--- src/rtl/cordic_vec.sv ---
// Iterative vectoring-mode CORDIC: (x, y) -> K-scaled magnitude and atan2(y, x)
// as a binary angle (full circle = 2^ZWIDTH). Valid/ready handshake on both sides.
// Optional gain compensation is enabled by defining CORDIC_VEC_GAINCOMP_EN.
//
// state  | meaning
// IDLE   | in_ready=1, waiting for an input vector
// ITER   | one micro-rotation per cycle; final cycle commits result registers
// SCALE  | (gain-comp build only) multiply magnitude by 1/K
// DONE   | out_valid=1, outputs held until out_ready
module cordic_vec #(
  parameter int XYWIDTH = 16,
  parameter int ZWIDTH  = 32,
  parameter int ITER    = 16
) (
  input  logic               clk,
  input  logic               rst_n,
  input  logic               in_valid,
  output logic               in_ready,
  input  logic [XYWIDTH-1:0] x_in,
  input  logic [XYWIDTH-1:0] y_in,
  output logic               out_valid,
  input  logic               out_ready,
  output logic [XYWIDTH:0]   mag_out,
  output logic [ZWIDTH-1:0]  ang_out
);

  localparam int XW = XYWIDTH + 2;
  localparam int CW = $clog2(ITER + 1);
  localparam logic [CW-1:0] CNT_LAST = CW'(ITER);

  typedef enum logic [1:0] {
    S_IDLE,
    S_ITER,
    S_DONE
`ifdef CORDIC_VEC_GAINCOMP_EN
    , S_SCALE
`endif
  } state_t;

  state_t state_q, state_d;

  logic [CW-1:0]        cnt_q;
  logic signed [XW-1:0] x_q, y_q;
  logic [ZWIDTH-1:0]    z_q;
  logic                 zero_q;
  logic [XYWIDTH:0]     mag_q;
  logic [ZWIDTH-1:0]    ang_q;

  // atan(2^-i) scaled to a 2^32 full circle, rescaled (with rounding) to ZWIDTH
  function automatic logic [ZWIDTH-1:0] atan_val(input int i);
    logic [63:0] v;
    int sh;
    case (i)
      0:  v = 64'h2000_0000;  1:  v = 64'h12E4_051E;
      2:  v = 64'h09FB_385B;  3:  v = 64'h0511_11D4;
      4:  v = 64'h028B_0D43;  5:  v = 64'h0145_D7E1;
      6:  v = 64'h00A2_F61E;  7:  v = 64'h0051_7C55;
      8:  v = 64'h0028_BE53;  9:  v = 64'h0014_5F2F;
      10: v = 64'h000A_2F98;  11: v = 64'h0005_17CC;
      12: v = 64'h0002_8BE6;  13: v = 64'h0001_45F3;
      14: v = 64'h0000_A2FA;  15: v = 64'h0000_517D;
      16: v = 64'h0000_28BE;  17: v = 64'h0000_145F;
      18: v = 64'h0000_0A30;  19: v = 64'h0000_0518;
      20: v = 64'h0000_028C;  21: v = 64'h0000_0146;
      22: v = 64'h0000_00A3;  23: v = 64'h0000_0051;
      24: v = 64'h0000_0029;  25: v = 64'h0000_0014;
      26: v = 64'h0000_000A;  27: v = 64'h0000_0005;
      28: v = 64'h0000_0003;  29: v = 64'h0000_0001;
      30: v = 64'h0000_0001;
      default: v = 64'd0;
    endcase
    sh = 32 - ZWIDTH;
    if (sh > 0) v = (v + (64'd1 << (sh - 1))) >> sh;
    else if (sh < 0) v = v << (-sh);
    return v[ZWIDTH-1:0];
  endfunction

  // quadrant pre-rotation so the vector starts in the right half-plane;
  // the two guard bits make negating the most negative input safe
  logic signed [XW-1:0] x_ext, y_ext, cap_x, cap_y;
  logic [ZWIDTH-1:0]    cap_z;
  localparam logic [ZWIDTH-1:0] QUARTER = {2'b01, {(ZWIDTH-2){1'b0}}};

  assign x_ext = {{2{x_in[XYWIDTH-1]}}, x_in};
  assign y_ext = {{2{y_in[XYWIDTH-1]}}, y_in};

  // select pre-rotated capture values from the input quadrant
  always_comb begin
    cap_x = x_ext;
    cap_y = y_ext;
    cap_z = '0;
    if (x_in[XYWIDTH-1]) begin
      if (!y_in[XYWIDTH-1]) begin
        cap_x = y_ext;
        cap_y = -x_ext;
        cap_z = QUARTER;
      end else begin
        cap_x = -y_ext;
        cap_y = x_ext;
        cap_z = -QUARTER;
      end
    end
  end

  logic signed [XW-1:0] x_sh, y_sh;
  logic [ZWIDTH-1:0]    atan_i;
  assign x_sh   = x_q >>> cnt_q;
  assign y_sh   = y_q >>> cnt_q;
  assign atan_i = atan_val(int'(cnt_q));

`ifdef CORDIC_VEC_GAINCOMP_EN
  // 39797 = round(2^16 / K)
  logic [XYWIDTH+16:0] prod;
  assign prod = {16'd0, mag_q} * {{(XYWIDTH+1){1'b0}}, 16'd39797};
`endif

  // state register
  always_ff @(posedge clk or negedge rst_n) begin
    if (!rst_n) state_q <= S_IDLE;
    else        state_q <= state_d;
  end

  // next-state and handshake outputs
  always_comb begin
    state_d   = state_q;
    in_ready  = 1'b0;
    out_valid = 1'b0;
    case (state_q)
      S_IDLE: begin
        in_ready = 1'b1;
        if (in_valid) state_d = S_ITER;
      end
      S_ITER: begin
`ifdef CORDIC_VEC_GAINCOMP_EN
        if (cnt_q == CNT_LAST) state_d = S_SCALE;
`else
        if (cnt_q == CNT_LAST) state_d = S_DONE;
`endif
      end
`ifdef CORDIC_VEC_GAINCOMP_EN
      S_SCALE: state_d = S_DONE;
`endif
      S_DONE: begin
        out_valid = 1'b1;
        if (out_ready) state_d = S_IDLE;
      end
      default: state_d = S_IDLE;
    endcase
  end

  // datapath: capture, micro-rotations, then registered result
  always_ff @(posedge clk or negedge rst_n) begin
    if (!rst_n) begin
      cnt_q  <= '0;
      x_q    <= '0;
      y_q    <= '0;
      z_q    <= '0;
      zero_q <= 1'b0;
      mag_q  <= '0;
      ang_q  <= '0;
    end else begin
      case (state_q)
        S_IDLE: begin
          if (in_valid) begin
            x_q    <= cap_x;
            y_q    <= cap_y;
            z_q    <= cap_z;
            cnt_q  <= '0;
            zero_q <= (x_in == '0) && (y_in == '0);
          end
        end
        S_ITER: begin
          if (cnt_q != CNT_LAST) begin
            if (!y_q[XW-1]) begin
              x_q <= x_q + y_sh;
              y_q <= y_q - x_sh;
              z_q <= z_q + atan_i;
            end else begin
              x_q <= x_q - y_sh;
              y_q <= y_q + x_sh;
              z_q <= z_q - atan_i;
            end
            cnt_q <= cnt_q + CW'(1);
          end else begin
            // zero input would otherwise accumulate a meaningless angle
            mag_q <= zero_q ? '0 : x_q[XYWIDTH:0];
            ang_q <= zero_q ? '0 : z_q;
          end
        end
`ifdef CORDIC_VEC_GAINCOMP_EN
        S_SCALE: mag_q <= (XYWIDTH+1)'(prod >> 16);
`endif
        default: ;
      endcase
    end
  end

  assign mag_out = mag_q;
  assign ang_out = ang_q;

endmodule

--- config.mk ---
export PLATFORM = sky130hd
export DESIGN_NAME = cordic_vec
export DESIGN_NICKNAME = d
export VERILOG_FILES = /design/src/rtl/cordic_vec.sv
export SDC_FILE = /design/constraint.sdc
export NUM_CORES = 1
export LEC_CHECK = 0
export CAP_MARGIN = 30
export CORE_UTILIZATION = 60
export CTS_BUF_LIST = sky130_fd_sc_hd__clkbuf_8
export DETAILED_ROUTE_END_ITERATION = 6
export PLACE_DENSITY = 0.92
export SETUP_SLACK_MARGIN = 0.2
export SLEW_MARGIN = 20
export SYNTH_ARGS = -nofsm -noshare
export SYNTH_HDL_FRONTEND = slang
export SYNTH_SLANG_ARGS = --single-unit
--- constraint.sdc ---
create_clock -name clk -period 6.6 [get_ports clk]
set_input_delay 1.32 -clock clk [delete_from_list [all_inputs] [get_ports clk]]
set_output_delay 1.32 -clock clk [all_outputs]
set_load 0.01 [all_outputs]
# Yosys cells after proc, flatten, opt, wreduce, memory -nomap -nowiden
# Memory sizes are Yosys's and may differ from the RTL's.
# Cells that the tools add are included.
totals:
  ff_bits: 125
  mem_bits_ro: 960
  inputBits: 36
  out_inout_bits: 51
  word_cells: 67
  mem_count: 1
op_classes:
  addsub: 9
  eq_ne: 8
  n_shift: 2
  muxes: 29
  bitwise_logic: 1
  n_reduce_logical: 9
mem_list:
  columns: ["memory", "depth", "word_bits", "read_ports", "rd_clocked_by_memory_dff", "write_ports", "line", "rtl"]
  rows:
  - ["(no name shown)", 32, 30, 1, 0, 0, "53", "case (i)"]
op_table:
  columns: ["operator", "n"]
  rows:
  - ["2-to-1 mux 32 bit", 6]
  - ["2-to-1 mux 18 bit", 10]
  - ["case mux 18 bit (2 select lines)", 2]
  - ["case mux 32 bit (2 select lines)", 1]
  - ["adder 18 bit", 2]
  - ["negator 16 -> 18 bit", 2]
  - [">>> shifter 18 x 5 -> 18 bit", 2]
  - ["subtractor 18 bit", 2]
  - ["adder 32 bit", 1]
  - ["logical NOT 16 bit", 2]
  - ["subtractor 32 bit", 1]
  - ["2-to-1 mux 17 bit", 1]
  - ["2-to-1 mux 5 bit", 2]
  - ["case mux 5 bit (2 select lines)", 1]
  - ["inequality test 2 bit (second input constant)", 4]
  - ["2-to-1 mux 2 bit", 3]
  - ["case mux 2 bit (3 select lines)", 1]
  - ["AND reduction 3 bit", 2]
  - ["adder 5 x 1 -> 5 bit (second input constant)", 1]
  - ["== test 5 bit (second input constant)", 1]
  - ["inequality test 5 bit (second input constant)", 1]
  - ["AND reduction 2 bit", 2]
  - ["== test 2 x 1 -> 1 bit (second input constant)", 1]
  - ["== test 2 bit (second input constant)", 1]
  - ["5 further kinds", 6]

# Logic depth before layout (Yosys ltp)
depth:
  word_depth: 5
  depth_mapped: 25
  ltp_nobuf: 22

# Worst setup path after synthesis
# OpenSTA, ideal clock, no wires.
synth_timing:
  kind: "reg-to-reg"
  startpoint: "reg cnt_q[1]"
  endpoint: "reg z_q[29]"
  setup_time_ps: 83
  t_arrival_ps: 5559
  t_required_ps: 6517
  path_slack_ps: 958
  stages_incl_launch_ff: 24
  path_buffers: 2
  synth_period_minus_slack_ps: 5642
  path_cell_list: "dfrtp_1 buf_2 inv_2 ha_1 clkbuf_1 or2_2 mux4_2 mux2i_1 ha_1 and3_1 and3_1 a31oi_1 xor2_1 ha_1 a21o_1 a21o_1 a2111oi_0 o31a_1 o21ai_0 a31o_2 a21o_1 a2111oi_0 a31oi_1 o21ai_0"
synth_via:
  elab_chain_cells: 5
  word_cells_on_any_way: 9
  cone_classes: "2 x add/sub; 2 x eq/ne; 3 x mux; 1 x reduce/logical; 1 x memory"
synth_lines:
  columns: ["item", "line", "rtl"]
  rows:
  - ["from (decl)", "42", "logic [CW-1:0] cnt_q;"]
  - ["from (signal assigned)", "183", "cnt_q <= cnt_q + CW'(1);"]
  - ["memory read (32 x 30 bit)", null, null]
  - ["adder 32 bit or subtractor 32 bit (tied branches)", "177, 181", null]
  - ["2-to-1 mux 32 bit", "174", "if (!y_q[XW-1]) begin"]
  - ["2-to-1 mux 32 bit", "173", "if (cnt_q != CNT_LAST) begin"]
  - ["case mux 32 bit (2 select lines)", "162", "case (state_q)"]
  - ["to (signal assigned)", "167", "z_q <= cap_z;"]
  - ["to (signal assigned)", "177", "z_q <= z_q + atan_i;"]
  - ["to (signal assigned)", "181", "z_q <= z_q - atan_i;"]
  - ["to (decl)", "44", "logic [ZWIDTH-1:0] z_q;"]
# Several ways; a longest one is shown, not always the timed one. The select of a mux whose other input is x is not followed.
# A chain may end at the register's enable or synchronous reset.

# Final worst setup path
# Same ends and word-level chain as after synthesis.

==> impl_metrics.sql <==
INSERT INTO impl_metrics (metric_group, metric, value, unit) VALUES
('worst_hold_path', 'worst_hold_startpoint', 'ang_out[27]', ''),
('synth', 'syn-mean-instance-area', '7.87', 'sq um'),
('synth', 'yosys_reg_bits', '125', ''),
('routing', 'detailroute.via_count', '13668', ''),
('routing', 'post_drt_wl_per_cell', '21.0', 'um'),
('cts', 'cts_tree', 'yes', ''),
('sta', 'max_freq', '165', 'MHz'),
('global_routing', 'global_route.overflow_total', '0', ''),
('synth', 'syn_nets', '1820', ''),
('synth', 'synth.top_cells.by_area', 'sky130_fd_sc_hd__dfrtp_1 23%, sky130_fd_sc_hd__ha_1 7.4%, sky130_fd_sc_hd__mux4_2 6.1%', ''),
('critical_path', 'r2r_start', 'cnt_q[1]', ''),
('synth', 'synth.cells.most_frequent', '174 x sky130_fd_sc_hd__nand2_1, 165 x sky130_fd_sc_hd__nor2_1, 159 x sky130_fd_sc_hd__a21oi_1, 144 x sky130_fd_sc_hd__o21ai_0, 125 x sky130_fd_sc_hd__dfrtp_1', ''),
('cts', 'cts_num_sinks', '125', ''),
('floorplan', 'die_footprint', '22900', 'sq um'),
('floorplan', 'placement_rows', '54', ''),
('synth', 'synth_seq_area_share', '0.234', ''),
('sta', 'finalClockSkew', '15.5', 'ps'),
('sta', 'post-route-period-util', '0.916', ''),
('synth', 'ys.warnings.count', '0', ''),
('critical_path', 'crit_required', '6990', 'ps'),
('critical_path', 'slowest_stage_delay_on_critical_path', '590', 'ps'),
('cells_and_area', 'antenna_cells', '0', ''),
('critical_path', 'critical_path.max_fanout', '17', ''),
('synth', 'synth_largest_area_cell', 'sky130_fd_sc_hd__dfrtp_1', ''),
('worst_hold_path', 'hold_class', 'flop to flop', ''),
('synth', 'yosys.cell_types.count', '83', ''),
('cts', 'cts-hold-fix-buffers', '0', ''),
('run_status', 'violations', 'DRC', ''),
('synth', 'yosys.cell_count.top_type', 'sky130_fd_sc_hd__nand2_1', ''),
('critical_path', 'worst-endpoint-arrival', '6440', 'ps'),
('critical_path', 'flop_to_flop_setup_slack', '550', 'ps'),
('floorplan', 'height_of_the_chip', '151', 'um'),
('cells_and_area', 'syn_to_final_growth', '10.1', '%'),
('critical_path', 'criticalPathCategory', 'flop to flop', ''),
('critical_path', 'end_kind', 'flop', ''),
('routing', 'postRouteAntennaNets', '0', ''),
('cells_and_area', 'seqCellArea', '3130', 'sq um'),
('routing', 'drt-total-wl', '42300', 'um'),
('run_status', 'outcome', 'finished, violations left', ''),
('cts', 'worstSkewPairLatency', '470', 'ps'),
('floorplan', 'initial_utilization', '0.613', ''),
('floorplan', 'boundaryPins', '87', ''),
('critical_path', 'worstSetupStartpointType', 'flop', ''),
('global_routing', 'grt_start_max_net_pins', '100', ''),
('cts', 'clock_tree.root_cell', 'sky130_fd_sc_hd__clkbuf_8', ''),
('placed_design', 'place.detailed.hpwl', '30600', 'um'),
('synth', 'yosysTopAreaCellShare', '0.234', ''),
('global_routing', 'antenna_found_initial', '0', ''),
('synth', 'share_of_flip_flops_with_an_asynchronous_set_or_reset', '1.00', ''),
('global_routing', 'first_global_vias', '12774', ''),
('cts', 'cts_max_level', '4', ''),
('routing', 'drt_pass1_iterations', '7', ''),
('sta', 'setup_repair_after_global_routing_missed_its_margin', 'no', ''),
('routing', 'drc_violation_count_after_routing', '2', ''),
('routing', 'vias_per_cell', '6.79', ''),
('placed_design', 'portBuffers', '86', ''),
('global_routing', 'grt_use_total', '0.378', ''),
('synth', 'mappedNetlistArea', '13400', 'sq um'),
('sta', 'final.setup.tns', '0', 'ps'),
('critical_path', 'worstPathCellList', 'inv_2, ha_1, or2_2, mux4_2, mux2i_1, ha_1, and3_1, and3_1, a31oi_1, xor2_1, ha_1, a21o_1, a21o_1, a2111oi_1, o31a_1, o21ai_0, a31o_2, a21o_1, a2111oi_0, a31oi_1, o21ai_0', ''),
('sta', 'hold_violations', '0', ''),
('cells_and_area', 'finalNetCount', '1839', ''),
('cells_and_area', 'post_route_cells_drive_above_1_share', '0.0842', ''),
('floorplan', 'core_area', '21800', 'sq um'),
('critical_path', 'cp-startpoint', 'cnt_q[1]', ''),
('sta', 'slew_headroom', '0.419', ''),
('cells_and_area', 'multi_input_comb_area', '9640', 'sq um'),
('placed_design', 'gp_congestion', '1.01', ''),
('synth', 'number_of_flops_mapped_to_enable_cells_by_yosys', '0', ''),
('critical_path', 'crit_path_end', 'z_q[29]', ''),
('synth', 'synth_top_flop_cell', 'sky130_fd_sc_hd__dfrtp_1', '');
cell usage in the layout (no fill, tap or decap), drive strengths merged, types with 8 or more instances in the layout:
master | Yosys | routed
nand2 | 174 | 174
nor2 | 166 | 166
a21oi | 159 | 159
o21ai | 148 | 148
dfrtp | 125 | 125
clkdlybuf4s50 | 0 | 84
ha | 79 | 79
nand2b | 71 | 71
xor2 | 63 | 63
xnor2 | 58 | 58
nand3 | 54 | 54
inv | 34 | 44
mux4 | 36 | 36
mux2i | 32 | 32
buf | 28 | 32
a21o | 30 | 30
a211oi | 29 | 29
a31oi | 27 | 27
nor3 | 27 | 27
nor2b | 23 | 23
and3 | 17 | 17
clkbuf | 88 | 17
or3 | 16 | 16
o22ai | 15 | 15
o21a | 13 | 13
o211ai | 13 | 13
o31ai | 13 | 13
nor4 | 10 | 10
mux2 | 10 | 10
a31o | 9 | 9
or2 | 8 | 8
o31a | 8 | 8
nand4 | 8 | 8
o41ai | 8 | 8
a2111oi | 8 | 8
critical path, delay by kind of cell, from the launching register on:
family / cells / cell delay [ps]
flops: 1 / 590
buf+inv: 1 / 210
xor+xnor: 1 / 180
simple gates: 3 / 770
fa+ha+maj: 3 / 820
mux: 2 / 770
compound gates: 11 / 2620
layout make-up:
cell class              count  share of cell area
repair buffers            116              0.0748
multi-input cells        1424               0.654
well taps                 280              0.0238
inverters                  37             0.00942
clock buffers              17              0.0159
flip-flops and latches    125               0.213
clock inverters            15             0.00976
timing repair:
action | CTS | global route
endpoints found under the setup margin | 0 | 2
resized for setup | 0 | 3
endpoints found under the hold margin | 0 | 0
how the worst min path moves through the flow:
stage	to	slack, ps	depth (start not counted)
final	ang_out[27]	480	2
after detailed placement	zero_q	470	2
after CTS	mag_out[6]	490	2
after global routing	ang_out[12]	510	2
after global placement	ang_out[23]	460	2
after floorplan	z_q[0]	470	2
metrics by stage:
stage	std cells	instance area, sq um	utilization	setup slack, ps	hold slack [ps]
after floorplan	1702	13400	-	958	469
after global placement	1980	14300	0.656	801	461
after detailed placement	1980	14300	0.656	651	468
after CTS	2012	14700	0.674	597	489
after global routing	2014	14700	0.675	237	509
final	2014	14700	0.675	553	482
kinds of logic after synthesis:
kind of cell | count (synthesis) | synth area share
AND/OR/NAND/NOR | 597 | 0.213
adder cells (fa/ha/maj) | 82 | 0.0783
buffers and inverters | 153 | 0.0472
AO/OA/AOI/OAI | 546 | 0.256
XOR/XNOR | 121 | 0.0792
flip-flops | 125 | 0.234
multiplexers | 78 | 0.0929
flip-flops by register name, indices dropped and copies added, names as in the netlist:
signal and cells:
z_q 32, y_q 18, zero_q 1, x_q 18, ang_out 32, cnt_q 5
mag_out 17, state_q 2
per-layer routing:
| layer | up-vias | routed length, um | GRT usage | part of all wire |
|---|---|---|---|---|
| li1 | 6256 | - | - | - |
| met1 | 6377 | 16400 | 0.464 | 0.39 |
| met2 | 849 | 19800 | 0.619 | 0.47 |
| met3 | 186 | 3410 | 0.0566 | 0.081 |
| met4 | 0 | 2650 | 0.240 | 0.063 |
| met5 | - | 0 | 0 | 0 |
Power is not shown: default switching activity piles up to over one toggle a cycle in this logic, so the estimate is an artifact.
